## config.mk

```make
export PLATFORM = sky130hd
export DESIGN_NAME = problem_round_controller
export DESIGN_NICKNAME = d
export VERILOG_FILES = /design/src/rtl/problem_round_controller.sv
export SDC_FILE = /design/constraint.sdc
export NUM_CORES = 1
export LEC_CHECK = 0
export BUFFER_PORTS_ARGS = -buffer_cell sky130_fd_sc_hd__buf_2
export CORE_MARGIN = 3
export CORE_UTILIZATION = 58
export CTS_BUF_LIST = sky130_fd_sc_hd__clkbuf_8
export CTS_CLUSTER_DIAMETER = 30
export DETAILED_ROUTE_END_ITERATION = 12
export PLACE_DENSITY_LB_ADDON = 0.2
export SETUP_SLACK_MARGIN = 0.15
export SYNTH_ARGS = -nofsm -noshare
export SYNTH_HDL_FRONTEND = slang
export SYNTH_SLANG_ARGS = --single-unit
```

## constraint.sdc

```tcl
create_clock -name clk -period 2.5 [get_ports clk]
set_clock_uncertainty 0.05 [all_clocks]
set_input_delay 0.5 -clock clk [delete_from_list [all_inputs] [get_ports clk]]
set_output_delay 0.5 -clock clk [all_outputs]
set_load 0.05 [all_outputs]
```

## src/rtl/problem_round_controller.sv

```systemverilog
// ---------------------------------------------------------------------------
// problem_round_controller
//   Sequences one game round of the problem datapath: fetches a problem from
//   the generator (req/ready with timeout), holds it for display, debounces
//   the submit button, judges the DIP-switch answer and tracks wrong answers
//   up to a lockout limit.
//
// Ports
//   clk, rst          : clock, synchronous active-high reset
//   start_round       : one-cycle request to fetch a new problem
//   gen_req/gen_ready : generator handshake; gen_num1/num2/op/answer data
//   button_sub        : raw asynchronous submit button
//   dip_switch        : player answer
//   prob_num1/num2/op : held problem, prob_valid while it is live
//   verdict_valid     : one-cycle strobe, verdict_correct qualifies it
//   wrong_count       : wrong answers on the current problem
//   lockout           : wrong-answer limit reached
//   gen_error         : generator timed out
//   busy              : high in FETCH, ARMED and JUDGE
// ---------------------------------------------------------------------------
module problem_round_controller #(
   parameter int DEBOUNCE_CYCLES = 1_000_000,
   parameter int GEN_TIMEOUT     = 1024,
   parameter int MAX_WRONG       = 3
) (
   input  logic       clk,
   input  logic       rst,
   input  logic       start_round,
   output logic       gen_req,
   input  logic       gen_ready,
   input  logic [7:0] gen_num1,
   input  logic [7:0] gen_num2,
   input  logic [2:0] gen_op,
   input  logic [7:0] gen_answer,
   input  logic       button_sub,
   input  logic [7:0] dip_switch,
   output logic [7:0] prob_num1,
   output logic [7:0] prob_num2,
   output logic [2:0] prob_op,
   output logic       prob_valid,
   output logic       verdict_valid,
   output logic       verdict_correct,
   output logic [1:0] wrong_count,
   output logic       lockout,
   output logic       gen_error,
   output logic       busy
);

   localparam logic [2:0] S_IDLE   = 3'd0;
   localparam logic [2:0] S_FETCH  = 3'd1;
   localparam logic [2:0] S_ARMED  = 3'd2;
   localparam logic [2:0] S_JUDGE  = 3'd3;
   localparam logic [2:0] S_LOCKED = 3'd4;
   localparam logic [2:0] S_ERROR  = 3'd5;

   localparam logic [23:0] DEB_LAST    = 24'(DEBOUNCE_CYCLES - 1);
   localparam logic [16:0] TMO_LIMIT   = 17'(GEN_TIMEOUT);
   localparam logic [2:0]  WRONG_LIMIT = 3'(MAX_WRONG);
   localparam logic [1:0]  WRONG_SAT   = 2'(MAX_WRONG);

   logic [2:0]  state;
   logic        sync1, sync2;
   logic        deb_level;
   logic [23:0] deb_cnt;
   logic        press;
   logic [15:0] tmo_cnt;
   logic [7:0]  answer;
   logic [7:0]  capture;

   logic        deb_done;
   logic [16:0] tmo_next;
   logic [2:0]  wrong_next;

   // The synchronized level has disagreed with the debounced level for the
   // full window on this cycle, so the debounced level flips at this edge.
   assign deb_done   = (sync2 != deb_level) && (deb_cnt == DEB_LAST);
   // Widened by one bit so the compare against the limit cannot wrap.
   assign tmo_next   = {1'b0, tmo_cnt} + 17'd1;
   assign wrong_next = {1'b0, wrong_count} + 3'd1;

   always_ff @(posedge clk) begin
      if (rst) begin
         state           <= S_IDLE;
         sync1           <= 1'b0;
         sync2           <= 1'b0;
         deb_level       <= 1'b0;
         deb_cnt         <= '0;
         press           <= 1'b0;
         tmo_cnt         <= '0;
         answer          <= '0;
         capture         <= '0;
         gen_req         <= 1'b0;
         prob_num1       <= '0;
         prob_num2       <= '0;
         prob_op         <= '0;
         prob_valid      <= 1'b0;
         verdict_valid   <= 1'b0;
         verdict_correct <= 1'b0;
         wrong_count     <= '0;
         lockout         <= 1'b0;
         gen_error       <= 1'b0;
         busy            <= 1'b0;
      end else begin
         sync1 <= button_sub;
         sync2 <= sync1;

         // Any cycle where the synchronized level agrees again restarts the
         // window, so a bounce never accumulates toward acceptance.
         if (sync2 == deb_level) begin
            deb_cnt <= '0;
         end else if (deb_done) begin
            deb_cnt   <= '0;
            deb_level <= sync2;
         end else begin
            deb_cnt <= deb_cnt + 24'd1;
         end

         // One-cycle pulse for the 0->1 edge; only ARMED looks at it, so a
         // press completing elsewhere simply evaporates.
         press <= deb_done & sync2;

         verdict_valid   <= 1'b0;
         verdict_correct <= 1'b0;

         case (state)
            S_IDLE: begin
               if (start_round) begin
                  state   <= S_FETCH;
                  gen_req <= 1'b1;
                  busy    <= 1'b1;
                  tmo_cnt <= '0;
               end
            end
            S_FETCH: begin
               tmo_cnt <= tmo_cnt + 16'd1;
               // Ready wins over the timeout when both land on one cycle.
               if (gen_ready) begin
                  prob_num1  <= gen_num1;
                  prob_num2  <= gen_num2;
                  prob_op    <= gen_op;
                  answer     <= gen_answer;
                  prob_valid <= 1'b1;
                  gen_req    <= 1'b0;
                  state      <= S_ARMED;
               end else if (tmo_next == TMO_LIMIT) begin
                  gen_req   <= 1'b0;
                  gen_error <= 1'b1;
                  busy      <= 1'b0;
                  state     <= S_ERROR;
               end
            end
            S_ARMED: begin
               if (press) begin
                  capture <= dip_switch;
                  state   <= S_JUDGE;
               end
            end
            S_JUDGE: begin
               verdict_valid   <= 1'b1;
               verdict_correct <= (capture == answer);
               if (capture == answer) begin
                  prob_valid  <= 1'b0;
                  wrong_count <= '0;
                  busy        <= 1'b0;
                  state       <= S_IDLE;
               end else if (wrong_next < WRONG_LIMIT) begin
                  wrong_count <= wrong_next[1:0];
                  state       <= S_ARMED;
               end else begin
                  prob_valid  <= 1'b0;
                  wrong_count <= WRONG_SAT;
                  lockout     <= 1'b1;
                  busy        <= 1'b0;
                  state       <= S_LOCKED;
               end
            end
            S_LOCKED, S_ERROR: begin
               if (start_round) begin
                  state       <= S_FETCH;
                  gen_req     <= 1'b1;
                  busy        <= 1'b1;
                  tmo_cnt     <= '0;
                  lockout     <= 1'b0;
                  wrong_count <= '0;
                  gen_error   <= 1'b0;
               end
            end
            default: begin
               state   <= S_IDLE;
               gen_req <= 1'b0;
               busy    <= 1'b0;
            end
         endcase
      end
   end

endmodule

```

==> results by group, run 1 <==
Run status
  • Status: complete, no violations

Die
  • Initial Util: 60.54%
  • Standard-cell rows: 30
  • Core Region: 0.006907 mm^2
  • Die ar.: 0.008265 mm^2
  • Die height: 90.91 um
  • IO Pins: 68
  • Width of the die: 90.91 um

Detailed routing
  • Vias after detailed routing: 3755
  • DR vias/cell: 5.522
  • WL per Instance: 13.75 um
  • Initial DRC count: 191
  • Remaining DRCs: 0
  • Detailed Route WL: 9347 um
  • Drt first pass iters: 4
  • Remaining antenna violation count after routing: 0

Power
  • Pwr Density: 591.7 mW/mm^2
  • Maximum vdd drop: 383.5 uV
  • Cell leakage power: 1.747 nW

Critical path
  • Buffers & Inverters on Critical Path: 0
  • Largest stage delay, worst path: 620 ps
  • CP delay by family, top: simple AND/OR/NAND/NOR gates
  • Req. time, crit path: 2750 ps
  • CP Cell Sequence: nand4_4, or2_4, o32a_4, nor4b_4, a221oi_2, a21oi_2
  • Critical path arrival: 2460 ps
  • Crit-path max FO: 13
  • Slowest-stage cell, CP: dfxtp_1
  • Crit Path Category: reg2reg
  • CP endpoint kind: register
  • Critical path startpoint category: register

Final layout
  • Share of layout cells above drive strength 1: 19.86%
  • Final Non-Filler Cells: 680
  • Utilization after layout: 69.76%
  • Fillers: 606
  • Diode count: 0
  • Area grow syn2layout: 15.23%
  • Register area: 0.001824 mm^2
  • Final net count: 622
  • Area occupied by multi-input gates: 0.002211 mm^2

Logic synthesis
  • Synth Area in Simple Gates: 27.05%
  • Top cells by area, synth: dfxtp_1, nand2_1, nor2_1
  • Xor/xnor share of the synthesized area: 7.959%
  • Top cells by count, synth: dfxtp_1, nand2_1, nor2_1
  • Yosys warning total: 0
  • Share of flip-flops with an asynchronous set or reset: 0%
  • Top_reg_cell synth: dfxtp_1
  • Complex-gate fraction of the synthesized area: 13.64%
  • Post-synth EDFFs: 0
  • Top cell type's share of synthesized area: 43.57%
  • Post-Syn Area per Cell: 8.072 um^2
  • Most common cell in the netlist: dfxtp_1
  • Synthesized Nets: 561
  • Largest area contributor in the netlist: dfxtp_1
  • Post-synth cell types: 50
  • Synthesized-area fraction occupied by adder cells: 0.8977%
  • Cells after Synth: 518
  • Mux cell area share after synthesis: 2.394%
  • Post-synthesis sequential area ratio: 43.57%
  • #FFs+latches synth: 91
  • Post-synthesis cell area: 0.004182 mm^2
  • Main combinational cell family by area after synthesis: simple AND/OR/NAND/NOR gates

STA
  • WHS: 301.2 ps
  • Rel. slew slack: 34.14%
  • Max-slew violations: 0
  • Final period util: 88.60%
  • RSZ-0062 raised after global routing: no
  • Setup TNS: 0 ps
  • # setup viols final: 0
  • Worst Max-Slew Pin Slew: 987.9 ps
  • Worst Slack Setup Final: 285.0 ps
  • Tmin final: 2215 ps
  • Fmax: 451.5 MHz
  • Fin. Hold Viols: 0

Global routing
  • Vias in the first global route: 3510
  • Initial antenna violation count: 0
  • Global-route wire length before repair: 15820 um
  • GRT Overall Usage: 23.11%
  • GR Overflow Total: 0
  • Largest net degree at the start of global routing: 29

Place
  • Gpl congestion: 0.9061
  • Dpl hpwl: 6510 um
  • Dpl cells: 664
  • Buffers on Ports: 67
  • Pre-CTS setup slack: 91.08 ps

CTS
  • Worst skew pair latency: 360 ps
  • CTS H-tree depth: 3
  • Clk sinks: 91
  • Clock root cell: clkbuf_8
  • CTS tree: built
  • Number of CTS-inserted buffers: 9
  • Clock slew at reported path FFs: 90 ps
  • Clock tree buffer depth: 2

Worst hold path
  • Hold crit path type: in2reg

Flow run
  • Max_cap viols: 0
-- power by group --
part	leakage, nW	internal, mW	switching [mW]
Sequential	0.737	1.49	0.0267
Combinational	0.929	0.134	0.291
Clock	0.0812	0.368	0.541
-- worst reg2reg max path: stages, from the launching register on --
cell and delay, ps:
dfxtp_1 620, nand4_4 260, or2_4 320, o32a_4 380, nor4b_4 310, a221oi_2 100
a21oi_2 100
-- flip-flops by register name, summed over array words and instances (netlist names) --
signal	cells
prob_valid	1
deb_cnt	24
busy	1
lockout	1
gen_req	1
deb_level	1
state	3
prob_op	3
prob_num2	8
verdict_correct	1
sync1	1
prob_num1	8
press	1
answer	8
tmo_cnt	16
wrong_count	2
verdict_valid	1
capture	8
sync2	1
gen_error	1
-- cell usage in the layout, fill, tap and decap left out, types with 5 or more instances in the layout --
master	count
o21ai_0	12
mux2i_1	10
nor3_1	13
nand4_1	8
buf_4	14
and4_1	5
nand3_1	19
buf_2	67
a21oi_1	47
a31oi_1	5
nand2_1	80
nor2b_1	5
inv_1	13
nor2_1	78
a211oi_1	8
xnor2_1	26
xor2_1	12
nor4_1	5
dfxtp_1	89
clkbuf_8	9
-- logic make-up after synthesis --
group | after synthesis
buffers and inverters | 43
xor gates and xnor gates | 38
DFF | 91
adders and majority gates | 3
and+or+nand+nor | 240
muxes | 10
AOI/OAI and AO/OA | 93
-- per-stage QoR --
| step | instance area (um^2) | power, mW |
|---|---|---|
| 3_5_place_dp | 4606 | 1.971 |
| 2_1_floorplan | 4182 | 1.835 |
| 6_report | 4818 | 2.851 |
| 4_1_cts | 4803 | 2.868 |
| 3_3_place_gp | 4606 | 1.960 |
| 5_1_grt | 4818 | 2.976 |
-- per-layer routing --
metal | global-route usage [%] | vias up | share of wire [%]
met5 | 0 | - | 0
met4 | 10.05 | 0 | 2.4
met3 | 4.000 | 22 | 5.2
met2 | 39.04 | 113 | 49
met1 | 28.95 | 1725 | 44
li1 | - | 1895 | -
-- worst paths after layout --
check        depth (start not counted)        from  slack [ps]  endpoint
min                                  2  button_sub         300     sync1
max                                  6  tmo_cnt[4]         280  state[2]
max reg2reg                          6  tmo_cnt[4]         280  state[2]
min reg2reg                          1       sync1         400     sync2
-- final cells by class --
class / count / share of cell area (%)
sequential: 91 / 37.86
tap: 96 / 2.493
timing repair buffer: 81 / 9.140
inverter: 12 / 0.9348
clock inverter: 7 / 1.117
multi-input combinational: 384 / 45.88
clock buffer: 9 / 2.571
-- repair_timing --
action | CTS | global route
cloned | 0 | 0
hold buffers | 0 | 0
setup buffers | 0 | 0
resized for setup | 5 | 3
hold endpoints to repair | 0 | 0
setup endpoints to repair | 2 | 3
No activity file was read; power rests on OpenSTA's default activity.
==> run 2: changes to the inputs <==
ABC_AREA = 1   (was unset)
BUFFER_PORTS_ARGS = unset   (was -buffer_cell sky130_fd_sc_hd__buf_2)
CORE_UTILIZATION = 65   (was 58)
DONT_BUFFER_PORTS = 1   (was unset)
==> run 2 against run 1 <==
  * Critical path depth is 9 higher
  * Via count is 0.59% higher
  * Die area is 7.7% lower
  * Synthesized cell count is 21% higher
  * Global-route usage is 1.7 points higher
  * First-iteration DRC count is 7.3% lower
  * Non-clock buffer count is 75 lower
  * Utilization is 1.5 points higher
  * Combinational power is 70% higher
  * Wire length is 4.7% lower
  * Critical endpoint is now state[0]
==> results by group, run 2 <==
Critical path
  • CP Cell Sequence: ha_1, nand2_1, nor2_4, nand3_1, nand2_1, nand2_1, nor2_1, nand2_1, nor2_1, nand2_1, nand2_2, nand2_1, nand2_1, nand2_1, nor2_2
  • Crit-path max FO: 8
  • Slowest-stage cell, CP: dfxtp_2
  • Critical path arrival: 2260 ps
  • CP endpoint kind: register
  • Buffers & Inverters on Critical Path: 0
  • CP delay by family, top: simple AND/OR/NAND/NOR gates
  • Crit Path Category: reg2reg
  • Req. time, crit path: 2750 ps
  • Largest stage delay, worst path: 420 ps
  • Critical path startpoint category: register
  • Crit-path most repeated cell: nand2_1

STA
  • RSZ-0062 raised after global routing: no
  • Worst Max-Slew Pin Slew: 584.2 ps
  • Rel. slew slack: 61.00%
  • Fmax: 496.3 MHz
  • Tmin final: 2015 ps
  • Final period util: 80.59%
  • Max-slew violations: 0
  • # setup viols final: 0
  • Setup TNS: 0 ps
  • WHS: 145.9 ps
  • Worst Slack Setup Final: 485.3 ps
  • Fin. Hold Viols: 0

Final layout
  • Top Registers: deb_cnt x24, tmo_cnt x16
  • Area grow syn2layout: 5.792%
  • Largest Register: deb_cnt
  • Share of layout cells above drive strength 1: 7.790%
  • Fillers: 528
  • Final net count: 667
  • Utilization after layout: 71.22%
  • Register area: 0.001823 mm^2
  • Commonest non-fill, non-tap cells in the layout: nand2_1, nor2_1, dfxtp_1
  • Area occupied by multi-input gates: 0.002157 mm^2
  • Flip-flop count of the largest register after layout: 24
  • Diode count: 0

Place
  • Gpl congestion: 0.8957
  • Buffers on Ports: 0
  • Dpl hpwl: 6574 um
  • Pre-CTS setup slack: 433.5 ps

Detailed routing
  • Remaining antenna violation count after routing: 0
  • WL per Instance: 12.61 um
  • Detailed Route WL: 8905 um
  • Drt first pass iters: 4
  • Remaining DRCs: 0
  • Vias after detailed routing: 3777
  • DR vias/cell: 5.350
  • Initial DRC count: 177

Logic synthesis
  • Top cells by count, synth: nand2_1, nor2_1, dfxtp_1
  • Post-synthesis cell area: 0.004299 mm^2
  • Post-synth cell types: 29
  • Top_reg_cell synth: dfxtp_1
  • Largest area contributor in the netlist: dfxtp_1
  • Main combinational cell family by area after synthesis: simple AND/OR/NAND/NOR gates
  • Post-synth EDFFs: 0
  • Cells after Synth: 625
  • Top cells by area, synth: dfxtp_1, nand2_1, nor2_1
  • Post-synthesis sequential area ratio: 42.37%
  • Complex-gate fraction of the synthesized area: 8.731%
  • Top cell type's share of synthesized area: 42.37%
  • Mux cell area share after synthesis: 0%
  • Yosys warning total: 0
  • Post-Syn Area per Cell: 6.879 um^2
  • Share of flip-flops with an asynchronous set or reset: 0%
  • Xor/xnor share of the synthesized area: 3.667%
  • Synth Area in Simple Gates: 36.90%
  • #FFs+latches synth: 91
  • Synthesized-area fraction occupied by adder cells: 0.8731%
  • Synthesized Nets: 668

CTS
  • Post-CTS setup buffers: 0
  • Clk sinks: 91
  • Clock slew at reported path FFs: 90 ps
  • Hold buffers post-CTS: 0
  • Clock root cell: clkbuf_8
  • Clock tree buffer depth: 2
  • CTS tree: built
  • Worst skew pair latency: 360 ps
  • CTS H-tree depth: 3
  • Number of CTS-inserted buffers: 9

Die
  • Die height: 87.33 um
  • Core Region: 0.006386 mm^2
  • IO Pins: 68
  • Die ar.: 0.007626 mm^2
  • Standard-cell rows: 29
  • Width of the die: 87.33 um
  • Initial Util: 67.32%

Global routing
  • Initial antenna violation count: 0
  • GR Overflow Total: 0
  • GRT Overall Usage: 24.76%
  • Largest net degree at the start of global routing: 42
  • Global-route wire length before repair: 15110 um
  • Vias in the first global route: 3436

Power
  • Cell leakage power: 1.719 nW
  • Pwr Density: 818.8 mW/mm^2
  • Maximum vdd drop: 721.2 uV
  • Total power: 3.724 mW

Worst hold path
  • Hold crit path type: in2reg

Run status
  • Status: complete, no violations

Flow run
  • Max_cap viols: 0
run 2: path summary, 6_finish.rpt:
path,startpoint,endpoint,slack [ps],depth (start not counted)
worst max-delay path,tmo_cnt[0],state[0],490,15
worst min-delay path,rst,tmo_cnt[3],150,1
worst max register to register,tmo_cnt[0],state[0],490,15
worst min register to register,sync1,sync2,360,2
run 2: layout make-up:
| class | count | share of cell area (%) |
|---|---|---|
| Clock inverter | 5 | 0.7703 |
| Tap cell | 77 | 2.118 |
| Clock buffer | 11 | 3.329 |
| Sequential cell | 91 | 40.08 |
| Inverter | 64 | 5.282 |
| Multi-Input combinational cell | 452 | 47.43 |
| Timing Repair Buffer | 6 | 0.9904 |
run 2: repair_timing:
item / in CTS / in global routing
resized for setup: 0 / 1
endpoints found under the hold margin: 0 / 0
endpoints found under the setup margin: 0 / 2
run 2: through the flow:
step	instances	instance area [um^2]
after floorplan	625	4299
after global placement	690	4360
after detailed placement	690	4360
after CTS	706	4547
after global routing	706	4548
final	706	4548
run 2: where the power goes:
part           switching, mW  leakage [nW]  internal (mW)
registers              0.457         0.738           1.61
logic                  0.476         0.885          0.248
clock network          0.521        0.0957          0.418
run 2: kinds of logic (layout without fill, tap and decap cells):
group,count (synthesis),count (layout)
xor gates and xnor gates,18,18
AOI/OAI and AO/OA,73,73
adders and majority gates,3,3
DFF,91,91
and+or+nand+nor,358,358
buffers and inverters,82,86
run 2: layer usage:
layer,track usage (%),routed length [um]
met1,30.24,4080
met2,41.30,4197
met3,6.717,474
met4,9.623,153
met5,0,0
run 2: worst reg2reg max path: cells and delay by family, from the launching register on:
kind          cells  cell delay (ps)
fa+ha+maj         1              240
flops             1              420
simple gates     14             1240
==> run 3: changes to the inputs <==
ABC_AREA = 0   (was 1)
clock period = 2 ns   (was 2.5 ns; I/O delays follow)
==> run 3 against run 2 <==
  * Flip-flop and latch count did not move
  * Hold slack got worse by 90 ps
  * Clock power rose by 34%
  * Die area fell by 2.5%
  * Combinational power fell by 45%
  * Total power fell by 2.0%
==> results by group, run 3 (synthesis gave the netlist of run 1 again) <==
STA
  • # setup viols final: 0
  • Fmax: 507.0 MHz
  • Tmin final: 1972 ps
  • Worst Max-Slew Pin Slew: 600.6 ps
  • Max-slew violations: 0
  • RSZ-0062 raised after global routing: yes
  • Fin. Hold Viols: 0
  • Final period util: 98.62%
  • Rel. slew slack: 59.90%

Die
  • Die ar.: 0.007431 mm^2
  • Core Region: 0.006061 mm^2
  • Standard-cell rows: 28
  • Width of the die: 86.21 um
  • IO Pins: 68
  • Die height: 86.21 um
  • Initial Util: 68.99%

Detailed routing
  • Remaining DRCs: 0
  • Remaining antenna violation count after routing: 0
  • Vias after detailed routing: 3692
  • WL per Instance: 16.33 um
  • Initial DRC count: 187
  • Detailed Route WL: 10210 um
  • Drt first pass iters: 5
  • DR vias/cell: 5.907

Global routing
  • GR Overflow Total: 0
  • Vias in the first global route: 3419
  • Initial antenna violation count: 0
  • Largest net degree at the start of global routing: 66
  • Global-route wire length before repair: 15550 um
  • GRT Overall Usage: 25.99%

Flow run
  • Max_cap viols: 0

Final layout
  • Diode count: 0
  • Post-route design area: 0.004947 mm^2
  • Share of layout cells above drive strength 1: 18.55%
  • Final net count: 589
  • Most common cell after layout, fill and taps aside: dfxtp_1
  • Flip-flop count of the largest register after layout: 24
  • Top Registers: deb_cnt x24, tmo_cnt x16
  • Fillers: 369
  • Commonest non-fill, non-tap cells in the layout: dfxtp_1, nand2_1, nor2_1
  • Area grow syn2layout: 18.31%
  • Largest Register: deb_cnt

Power
  • Cell leakage power: 1.731 nW
  • Pwr Density: 737.6 mW/mm^2
  • Total power: 3.649 mW
  • Maximum vdd drop: 584.8 uV

CTS
  • Worst skew pair latency: 360 ps
  • Number of CTS-inserted buffers: 9
  • CTS H-tree depth: 3
  • Clock slew at reported path FFs: 100 ps
  • Hold buffers post-CTS: 0
  • Clock root cell: clkbuf_8
  • CTS tree: built
  • Clock tree buffer depth: 2
  • Clk sinks: 91

Critical path
  • Largest stage delay, worst path: 400 ps
  • Slowest-stage cell, CP: dfxtp_4
  • Crit. path cell count: 6
  • Worst-case reg-to-reg path depth: 6
  • Req. time, crit path: 2240 ps
  • CP endpoint kind: register
  • Critical path startpoint category: register
  • Crit-path max FO: 7
  • Crit Path Category: reg2reg
  • CP delay by family, top: simple AND/OR/NAND/NOR gates
  • CP Cell Sequence: nand4_4, or2_4, o32a_4, nor4b_4, nand3_1, nand2_1
  • Buffers & Inverters on Critical Path: 0
  • Critical path arrival: 2220 ps

Place
  • Buffers on Ports: 0
  • Gpl congestion: 0.9202
  • Dpl hpwl: 6382 um
  • Placed Area: 0.004486 mm^2

Worst hold path
  • Hold crit path type: in2reg
  • Hold path cells: 1

Run status
  • Status: complete, no violations
[run 3: cell count changes in the layout (fill, tap and decap cells not counted), moves of 9 or more]
| cell | before | now |
|---|---|---|
| inv_1 | 61 | 12 |
| nor3b_1 | 9 | 0 |
| a21oi_1 | 27 | 47 |
| nor2_1 | 131 | 76 |
| nand3_1 | 30 | 19 |
| nand2_1 | 131 | 80 |
| mux2i_1 | 0 | 10 |
| buf_4 | 6 | 40 |
| xnor2_1 | 7 | 24 |
| o21ai_0 | 40 | 12 |
| nand4_1 | 17 | 8 |
[run 3: final cells by class]
cell class / instances / area [um^2] / area share [%]
Timing Repair Buffer: 48 / 434.2 / 8.776
Clock buffer: 9 / 123.9 / 2.504
Clock inverter: 6 / 78.83 / 1.593
Tap cell: 75 / 93.84 / 1.897
Sequential cell: 91 / 1848 / 37.35
Inverter: 12 / 45.04 / 0.9105
Multi-Input combinational cell: 384 / 2323 / 46.97
[run 3: worst paths after layout]
check	start	endpoint	slack, ps
worst max register to register	tmo_cnt[6]	gen_error	30
worst min-delay path	rst	prob_num1[4]	60
worst min register to register	sync1	sync2	390
worst max-delay path	tmo_cnt[6]	gen_error	30
[run 3: metrics by stage]
stage                     util, %  std cells  TNS, ps  hold WS, ps  worst slack, ps
after floorplan                 -        518        0        363.8            157.3
after global placement      74.01        594        0        373.7            90.07
after detailed placement    74.01        594        0        377.8            27.58
after CTS                   79.23        617        0        40.49            150.8
after global routing        81.63        625   -58.56        47.09           -38.28
final                       81.63        625        0        55.79            27.67
[run 3: what timing repair did]
action | CTS | global route
gates resized for setup | 12 | 17
endpoints found under the setup margin | 6 | 12
gates cloned | 0 | 0
buffers inserted | 8 | 8
pin swaps | 6 | 13
[run 3: layer usage]
metal | global-route usage (%) | up-vias | part of all wire [%]
met3 | 5.228 | 28 | 6.5
met2 | 44.85 | 150 | 50
met1 | 32.37 | 1691 | 40
met4 | 9.065 | 0 | 2.5
li1 | - | 1823 | -
met5 | 0 | - | 0
[run 3: power by group]
part	internal, mW	leakage, nW	switching, mW
Combinational	0.154	0.894	0.246
Sequential	1.86	0.743	0.132
Clock	0.585	0.0943	0.676
